===== src/rtl/day10_line_parser.sv =====
// Day-10 line parser: ASCII machine lines in, flat descriptor out.
// Descriptor is handed off with a start/ready/accepted handshake.
module day10_line_parser #(
  parameter int MAX_NUM_LIGHTS  = 6,
  parameter int MAX_NUM_BUTTONS = 6,
  localparam int MAX_NUM_LIGHTS_W =
    (MAX_NUM_LIGHTS <= 1) ? 1 : $clog2(MAX_NUM_LIGHTS + 1),
  localparam int MAX_NUM_BUTTONS_W =
    (MAX_NUM_BUTTONS <= 1) ? 1 : $clog2(MAX_NUM_BUTTONS + 1)
) (
  input  logic                          clk,
  input  logic                          rst_n,
  input  logic [7:0]                    s_axis_tdata,
  input  logic                          s_axis_tvalid,
  output logic                          s_axis_tready,
  input  logic                          s_axis_tlast,
  output logic [MAX_NUM_LIGHTS-1:0]     target_lights,
  output logic [MAX_NUM_LIGHTS_W-1:0]   num_lights,
  output logic [MAX_NUM_BUTTONS-1:0]
               [MAX_NUM_LIGHTS-1:0]     button_masks,
  output logic [MAX_NUM_BUTTONS_W-1:0]  num_buttons,
  output logic                          start,
  input  logic                          ready,
  input  logic                          accepted,
  output logic                          parse_error
);

  localparam int IDXW = 8;
  localparam int LW   = MAX_NUM_LIGHTS_W;
  localparam int BW   = MAX_NUM_BUTTONS_W;

  typedef enum logic [2:0] {
    IDLE, LIGHTS, SEP, BUTTON, JOLT, EOL, EMIT, HOLD
  } state_t;

  state_t state_q, state_d;
  logic [MAX_NUM_LIGHTS-1:0] tgt_q, tgt_d;
  logic [LW-1:0] nl_q, nl_d;
  logic [MAX_NUM_BUTTONS-1:0][MAX_NUM_LIGHTS-1:0] masks_q, masks_d;
  logic [BW-1:0] nb_q, nb_d;
  logic [IDXW-1:0] idx_q, idx_d;
  logic discard_q, discard_d;
  logic start_q, start_d;
  logic err_q, err_d;
  logic tready_q, tready_d;

  logic [7:0] ch;
  logic fire, is_cr, is_nl, eol, is_dig, line_done;
  logic [11:0] acc;

  assign ch     = s_axis_tdata;
  assign fire   = s_axis_tvalid & tready_q;
  assign is_cr  = (ch == 8'h0D);
  assign is_nl  = (ch == 8'h0A);
  assign eol    = is_nl | s_axis_tlast;
  assign is_dig = (ch >= "0") && (ch <= "9");
  assign acc    = 12'(idx_q) * 12'd10 + 12'(ch[3:0]);

  // Next-state, descriptor update and handshake decode.
  always_comb begin
    state_d   = state_q;
    tgt_d     = tgt_q;
    nl_d      = nl_q;
    masks_d   = masks_q;
    nb_d      = nb_q;
    idx_d     = idx_q;
    discard_d = discard_q;
    err_d     = err_q;
    start_d   = 1'b0;
    line_done = 1'b0;

    unique case (state_q)
      IDLE: begin
        if (fire && ch == "[") begin
          tgt_d     = '0;
          nl_d      = '0;
          masks_d   = '0;
          nb_d      = '0;
          idx_d     = '0;
          discard_d = 1'b0;
          state_d   = LIGHTS;
        end
      end
      LIGHTS: begin
        if (fire && !is_cr) begin
          if (eol) begin
            err_d     = 1'b1;
            line_done = 1'b1;
          end else if (ch == "." || ch == "#") begin
            if (nl_q < LW'(MAX_NUM_LIGHTS)) begin
              for (int i = 0; i < MAX_NUM_LIGHTS; i++)
                if (nl_q == LW'(i))
                  tgt_d[i] = (ch == "#");
              nl_d = nl_q + 1'b1;
            end else begin
              err_d = 1'b1;
            end
          end else if (ch == "]") begin
            state_d = SEP;
          end else begin
            err_d = 1'b1;
          end
        end
      end
      SEP: begin
        if (fire && !is_cr) begin
          if (eol) begin
            line_done = 1'b1;
          end else if (ch == "(") begin
            idx_d     = '0;
            discard_d = (nb_q == BW'(MAX_NUM_BUTTONS));
            if (nb_q == BW'(MAX_NUM_BUTTONS))
              err_d = 1'b1;
            state_d = BUTTON;
          end else if (ch == "{") begin
            state_d = JOLT;
          end else if (ch != " ") begin
            err_d = 1'b1;
          end
        end
      end
      BUTTON: begin
        if (fire && !is_cr) begin
          if (eol) begin
            err_d     = 1'b1;
            line_done = 1'b1;
          end else if (is_dig) begin
            // Saturate so an oversized index can never wrap into range.
            idx_d = (acc > 12'd255) ? 8'hFF : acc[7:0];
          end else if (ch == "," || ch == ")") begin
            if (!discard_q) begin
              if (idx_q >= IDXW'(nl_q)) begin
                err_d = 1'b1;
              end else begin
                for (int b = 0; b < MAX_NUM_BUTTONS; b++)
                  for (int i = 0; i < MAX_NUM_LIGHTS; i++)
                    if (nb_q == BW'(b) && idx_q == IDXW'(i))
                      masks_d[b][i] = 1'b1;
              end
            end
            idx_d = '0;
            if (ch == ")") begin
              if (!discard_q)
                nb_d = nb_q + 1'b1;
              state_d = SEP;
            end
          end else if (ch != " ") begin
            err_d = 1'b1;
          end
        end
      end
      JOLT: begin
        if (fire && !is_cr) begin
          if (eol)
            line_done = 1'b1;
          else if (ch == "}")
            state_d = EOL;
        end
      end
      EOL: begin
        if (fire && !is_cr && eol)
          line_done = 1'b1;
      end
      EMIT: begin
        if (ready) begin
          start_d = 1'b1;
          state_d = HOLD;
        end
      end
      HOLD: begin
        if (accepted)
          state_d = IDLE;
      end
      default: state_d = IDLE;
    endcase

    // Skip EMIT entirely when the configurator is already waiting.
    if (line_done) begin
      if (ready) begin
        start_d = 1'b1;
        state_d = HOLD;
      end else begin
        state_d = EMIT;
      end
    end

    tready_d = !(state_d == EMIT || state_d == HOLD);
  end

  // State and descriptor registers.
  always_ff @(posedge clk or negedge rst_n) begin
    if (!rst_n) begin
      state_q   <= IDLE;
      tgt_q     <= '0;
      nl_q      <= '0;
      masks_q   <= '0;
      nb_q      <= '0;
      idx_q     <= '0;
      discard_q <= 1'b0;
      start_q   <= 1'b0;
      err_q     <= 1'b0;
      tready_q  <= 1'b0;
    end else begin
      state_q   <= state_d;
      tgt_q     <= tgt_d;
      nl_q      <= nl_d;
      masks_q   <= masks_d;
      nb_q      <= nb_d;
      idx_q     <= idx_d;
      discard_q <= discard_d;
      start_q   <= start_d;
      err_q     <= err_d;
      tready_q  <= tready_d;
    end
  end

  assign s_axis_tready = tready_q;
  assign target_lights = tgt_q;
  assign num_lights    = nl_q;
  assign button_masks  = masks_q;
  assign num_buttons   = nb_q;
  assign start         = start_q;
  assign parse_error   = err_q;

endmodule


===== config.mk =====
export PLATFORM = sky130hd
export DESIGN_NAME = day10_line_parser
export DESIGN_NICKNAME = d
export VERILOG_FILES = /design/src/rtl/day10_line_parser.sv
export SDC_FILE = /design/constraint.sdc
export NUM_CORES = 1
export LEC_CHECK = 0
export CAP_MARGIN = 30
export CORE_MARGIN = 2
export CORE_UTILIZATION = 45
export DETAILED_ROUTE_END_ITERATION = 10
export PLACE_DENSITY = 0.72
export SLEW_MARGIN = 20
export SYNTH_ARGS = -nofsm -noshare
export SYNTH_HDL_FRONTEND = slang
export SYNTH_SLANG_ARGS = --single-unit

===== constraint.sdc =====
create_clock -name clk -period 2.47 [get_ports clk]
set_input_delay 0.494 -clock clk [delete_from_list [all_inputs] [get_ports clk]]
set_output_delay 0.494 -clock clk [all_outputs]
set_load 0.03 [all_outputs]

# Word level (Yosys, flattened, before mapping)

Index checks and enable logic that the tools add are counted.

Register bits: 63
Latch bits: 0
RAM bits: 0
Bits in read-only memories: 0
Bits of input ports: 14
Output and inout bits: 51
Word-level logic and storage cells: 397
Memories kept: 0

$add $sub $neg: 3
Multipliers: 1
Divide/modulo/power cells: 0
$lt $le $gt $ge: 5
Eq/ne operators: 102
Shift operators: 0
Muxes and demuxes: 132
Bitwise logic cells: 2
Reduce and logical (&&, ||, !) cells: 102

Operators by type and width:

| kind                                                                  | count |
|---|---|
| 9-bit AND reduction                                                   | 36 |
| 36-bit 2-to-1 mux                                                     | 7 |
| 2-bit != test, second input constant                                  | 57 |
| 3-bit 2-to-1 mux                                                      | 31 |
| 8-bit 2-to-1 mux                                                      | 9 |
| 36-bit case mux with 2 select lines                                   | 1 |
| 1-bit 2-to-1 mux                                                      | 71 |
| 7-bit AND reduction                                                   | 6 |
| 8-bit by 6-bit equality test with 1-bit output, second input constant | 5 |
| 1-bit logical AND                                                     | 40 |
| 3-bit equality test, second input constant                            | 11 |
| 8-bit by 7-bit equality test with 1-bit output, second input constant | 4 |
| 6-bit 2-to-1 mux                                                      | 5 |
| 8-bit case mux with 3 select lines                                    | 1 |
| 3-bit case mux with 7 select lines                                    | 1 |
| 3-bit by 2-bit equality test with 1-bit output, second input constant | 6 |
| 8-bit by 2-bit equality test with 1-bit output, second input constant | 2 |
| 8-bit by 3-bit equality test with 1-bit output, second input constant | 2 |
| 8-bit by 4-bit equality test with 1-bit output, second input constant | 2 |
| 4-bit != test, second input constant                                  | 4 |
| 8-bit AND reduction                                                   | 2 |
| 12-bit by 4-bit adder with 12-bit output                              | 1 |
| 12-bit by 8-bit > comparator with 1-bit output, second input constant | 1 |
| 3-bit != test, second input constant                                  | 4 |
| other kinds (25)                                                      | 38 |

# Depth between registers and ports, before layout

Depth in word-level cells: 11
Depth in mapped cells: 10
Gate-level depth less buffers: 9

# Least setup slack after synthesis

OpenSTA, ideal clock, no wires.

Path kind: reg-to-reg
From: register idx_q[1]
To: register idx_q[1]
Library setup time: 0.067 ns
Arrival: 2.655 ns
Data required time: 2.403 ns
Slack: -0.252 ns
Stages on the path, launching flop included: 10
Buffers on the path: 0
Clock period less this slack: 2.722 ns
Path through: dfrtp_1 > ha_1 > ha_1 > fa_1 > xnor2_1 > or2_2 > nor4_1 > mux2_2 > nand3b_1 > a22o_1

Longest elaborated chain between the ends: 8

RTL lines:

| element                                        | line | text |
|---|---|---|
| from (decl)                                    | 41   | `logic [IDXW-1:0] idx_q, idx_d;` |
| from (signal assigned)                         | 209  | `idx_q <= idx_d;` |
| 8-bit by 3-bit multiplier with 11-bit output   | 57   | `assign acc = 12'(idx_q) * 12'd10 + 12'(ch[3:0]);` |
| 12-bit by 4-bit adder with 12-bit output       | 57   |  |
| 12-bit by 8-bit > comparator with 1-bit output | 129  | `idx_d = (acc > 12'd255) ? 8'hFF : acc[7:0];` |
| 8-bit 2-to-1 mux                               | 129  |  |
| 8-bit 2-to-1 mux                               | 127  | `end else if (is_dig) begin` |
| 8-bit 2-to-1 mux                               | 124  | `if (eol) begin` |
| 8-bit 2-to-1 mux                               | 123  | `if (fire && !is_cr) begin` |
| 8-bit case mux with 3 select lines             | 72   | `unique case (state_q)` |

Every way passes these cells. The select of a mux whose other input is x is not followed.
A chain may end at the register's enable or synchronous reset.

# Worst setup path in the final report

From: register idx_q[1]
To: register idx_q[3]

Longest elaborated chain between the ends: 8

RTL lines:

| element                                        | line |
|---|---|
| 8-bit by 3-bit multiplier with 11-bit output * | 57 |
| 12-bit by 4-bit adder with 12-bit output *     | 57 |
| 12-bit by 8-bit > comparator with 1-bit output | 129 |
| 8-bit 2-to-1 mux *                             | 129 |
| 8-bit 2-to-1 mux *                             | 127 |
| 8-bit 2-to-1 mux *                             | 124 |
| 8-bit 2-to-1 mux *                             | 123 |
| 8-bit case mux with 3 select lines *           | 72 |

Mark *: on every way between the ends. The rest lies on a longest branch, timed or not. The select of a mux whose other input is x is not followed.

==> impl_metrics.env <==
export IMPL_outcome="finished, violations left"
export IMPL_violations="setup timing"
export IMPL_critical_path_class="flip-flop to flip-flop"
export IMPL_dieArea_mm2=0.00968
export IMPL_ios=65
export IMPL_grt_overflow=0
export IMPL_clk_latency_ns=0.35
export IMPL_final_cells=670
export IMPL_cpPeakStageDelay_ns=0.59
export IMPL_cts_buffers_inserted=9
export IMPL_synth_fp_nets=470
export IMPL_period_minus_slack_ns=2.55
export IMPL_finalNetCount=601
export IMPL_antenna_found_initial=0
export IMPL_drive_gt1_share_pct=24.9
export IMPL_drc=0
export IMPL_synth_top_area_share_pct=39.3
export IMPL_clock_fmax_mhz=391
export IMPL_worstPathMaxFanout=7
export IMPL_num_fill_cells=725
export IMPL_power_w=0.00321
export IMPL_seq_area_mm2=0.00158
export IMPL_num_vias=3806
export IMPL_finClkSkew_ns=0.0101
export IMPL_cts_hold_buf=0
export IMPL_h_tree_depth=3
export IMPL_avgSynthCellArea_um2=9.41
export IMPL_clk_path_buf_depth=2
export IMPL_rsz0062_at_grt="true"
export IMPL_totalWireLength_um=11200
export IMPL_grt_pass1_wl_um=18400
export IMPL_crit_family="adder cells"
export IMPL_tightest_slew_ns=0.619
export IMPL_grt_pass1_vias=3787
export IMPL_cts_sinks=63
export IMPL_finalSetupViolCount=8
export IMPL_finalHoldViolCount=0
export IMPL_ys_ff_latch=63
export IMPL_syn_to_final_growth_pct=40.9
export IMPL_relSlewSlack_pct=58.6
export IMPL_synth_edf_count=0
export IMPL_num_antenna_cells=0
export IMPL_drt_pass1_iterations=5
export IMPL_synth_area_top_cells="dfrtp_1 39%, ha_1 8.7%, nor2_1 5.1%"
export IMPL_first_iter_violations=196
export IMPL_syn_cell_area_mm2=0.00401
export IMPL_row_count=34
export IMPL_path_clk_slew_ns=0.08
export IMPL_coreArea_mm2=0.00868
export IMPL_cellLeakagePower_nw=2.67
export IMPL_synthCells=426
export IMPL_fp_dieW_um=98.4
export IMPL_dp_slack_ns=-0.364
export IMPL_setup_slack_ns=-0.0847
export IMPL_layout_common_cells="65 x buf_4, 62 x dfrtp_1, 60 x clkdlybuf4s50_1"
export IMPL_hold_class="primary input to async pin"
export IMPL_avgViaCountPerCell=5.68
export IMPL_grt_max_degree=37
export IMPL_setup_tns_ns=-0.411
export IMPL_ir_drop_v=0.000434
export IMPL_ant_nets=0
export IMPL_seq_area_frac_synth_pct=39.3
export IMPL_clockRootBuffer="clkbuf_8"
export IMPL_port_buffers=64
export IMPL_gp_congestion=0.911
export IMPL_power_density_mw_per_mm2=569
export IMPL_holdWs_ns=0.122
export IMPL_start_util_pct=46.2
export IMPL_yosysTopAreaCell="dfrtp_1"
export IMPL_dp_cells=647
export IMPL_ys_async_sr_fraction_pct=100
export IMPL_cts_tree="built"
export IMPL_arrival_ns=2.84
export IMPL_worstPathRequired_ns=2.75
export IMPL_grt_use_total_pct=23.2
export IMPL_crit_path_cell_trace="ha_4 -> ha_4 -> fa_2 -> nand2_2 -> or2_4 -> nor4_4 -> mux2_4 -> nand3_1 -> a22o_1"
export IMPL_wl_per_cell_um=16.8
export IMPL_yosys_warnings=0
export IMPL_path_buf_inv=0
export IMPL_period_share_pct=103
export IMPL_dp_hpwl_um=8240
export IMPL_cpMostUsedCell="ha_4"
export IMPL_chipHeight_um=98.4
export IMPL_ys_types=66
export IMPL_crit_slowest_cell="fa_2"
export IMPL_worstSetupEndpointType="flip-flop"
export IMPL_slew_viol_final=0
export IMPL_start_kind="flip-flop"
export IMPL_synth_ff_type="dfrtp_1"
export IMPL_final_common_cell="buf_4"
export IMPL_max_cap_viol_count=0
export IMPL_multi_input_area_mm2=0.00241
-- power breakdown --
group	total, W	internal, W	leakage (nW)	switching (W)
registers	0.00123	0.00110	0.831	0.000129
clock network	0.000838	0.000374	0.0866	0.000464
logic	0.00114	0.000487	1.75	0.000656
total	0.00321	0.00196	2.67	0.00125
-- logic make-up after synthesis --
group / share of synthesized area [%]
and+or+nand+nor: 24.4
AOI/OAI and AO/OA: 18.5
DFF: 39.3
buffers and inverters: 4.49
adders and majority gates: 9.74
muxes: 2.22
xor gates and xnor gates: 1.31
-- routing by layer --
layer  up-vias  wire, um  track usage (%)
li1       1810         -                -
met1      1860      4990             31.5
met2       125      5470             38.3
met3        11       628             4.44
met4         0       135             6.32
met5         -         0                0
-- path summary, 6_finish.rpt --
check / slack, ns / endpoint / depth (start not counted) / startpoint
worst min-delay path: 0.12 / target_lights[1] / 1 / rst_n
worst min register to register: 0.50 / target_lights[4] / 1 / target_lights[4]
worst max-delay path: -0.08 / idx_q[3] / 9 / idx_q[1]
max in group asynchronous: 1.74 / button_masks[3] / 2 / rst_n
min in group clk: 0.50 / target_lights[4] / 1 / target_lights[4]
worst max register to register: -0.08 / idx_q[3] / 9 / idx_q[1]
-- state kept, by name (all words and copies together), names as in the netlist --
name / count
button_masks: 36
discard_q: 1
idx_q: 8
num_buttons: 3
num_lights: 3
parse_error: 1
s_axis_tready: 1
start: 1
state_q: 3
target_lights: 6
-- layout make-up --
type | instances | share of cell area (%)
Clock inverter | 7 | 0.975
Clock buffer | 9 | 2.19
Tap cell | 108 | 2.39
Inverter | 18 | 1.20
Multi-Input combinational cell | 325 | 42.7
Timing Repair Buffer | 140 | 22.6
Sequential cell | 63 | 27.9
-- what timing repair did --
| action | in CTS | in global routing |
|---|---|---|
| pin swaps | 8 | 9 |
| buffers inserted | 1 | 4 |
| resized for setup | 13 | 22 |
| endpoints found under the setup margin | 8 | 41 |
| cloned | 0 | 2 |
-- cells in the mapped netlist (all sizes together), types with 3 or more instances --
cell type / instances
xor2: 3
or2: 4
a31oi: 13
nor2: 55
nor3: 8
xnor2: 3
and2: 5
buf: 12
nor4: 3
a22oi: 3
nor3b: 6
nand2: 26
a22o: 8
a2111oi: 5
nor2b: 8
mux2: 7
inv: 17
ha: 28
and3: 15
a21oi: 38
nand3: 18
or4: 3
dfrtp: 63
nand4: 4
nand3b: 5
nand2b: 6
a41oi: 6
o21ai: 17
clkbuf: 8
-- stage by stage --
step	cell area (um^2)	utilization, %
detailed placement	5260	60.6
CTS	5510	63.5
floorplan	4040	-
global placement	5260	60.6
global route	5650	65.1
finish	5650	65.1
No activity file was read; power rests on OpenSTA's default activity.
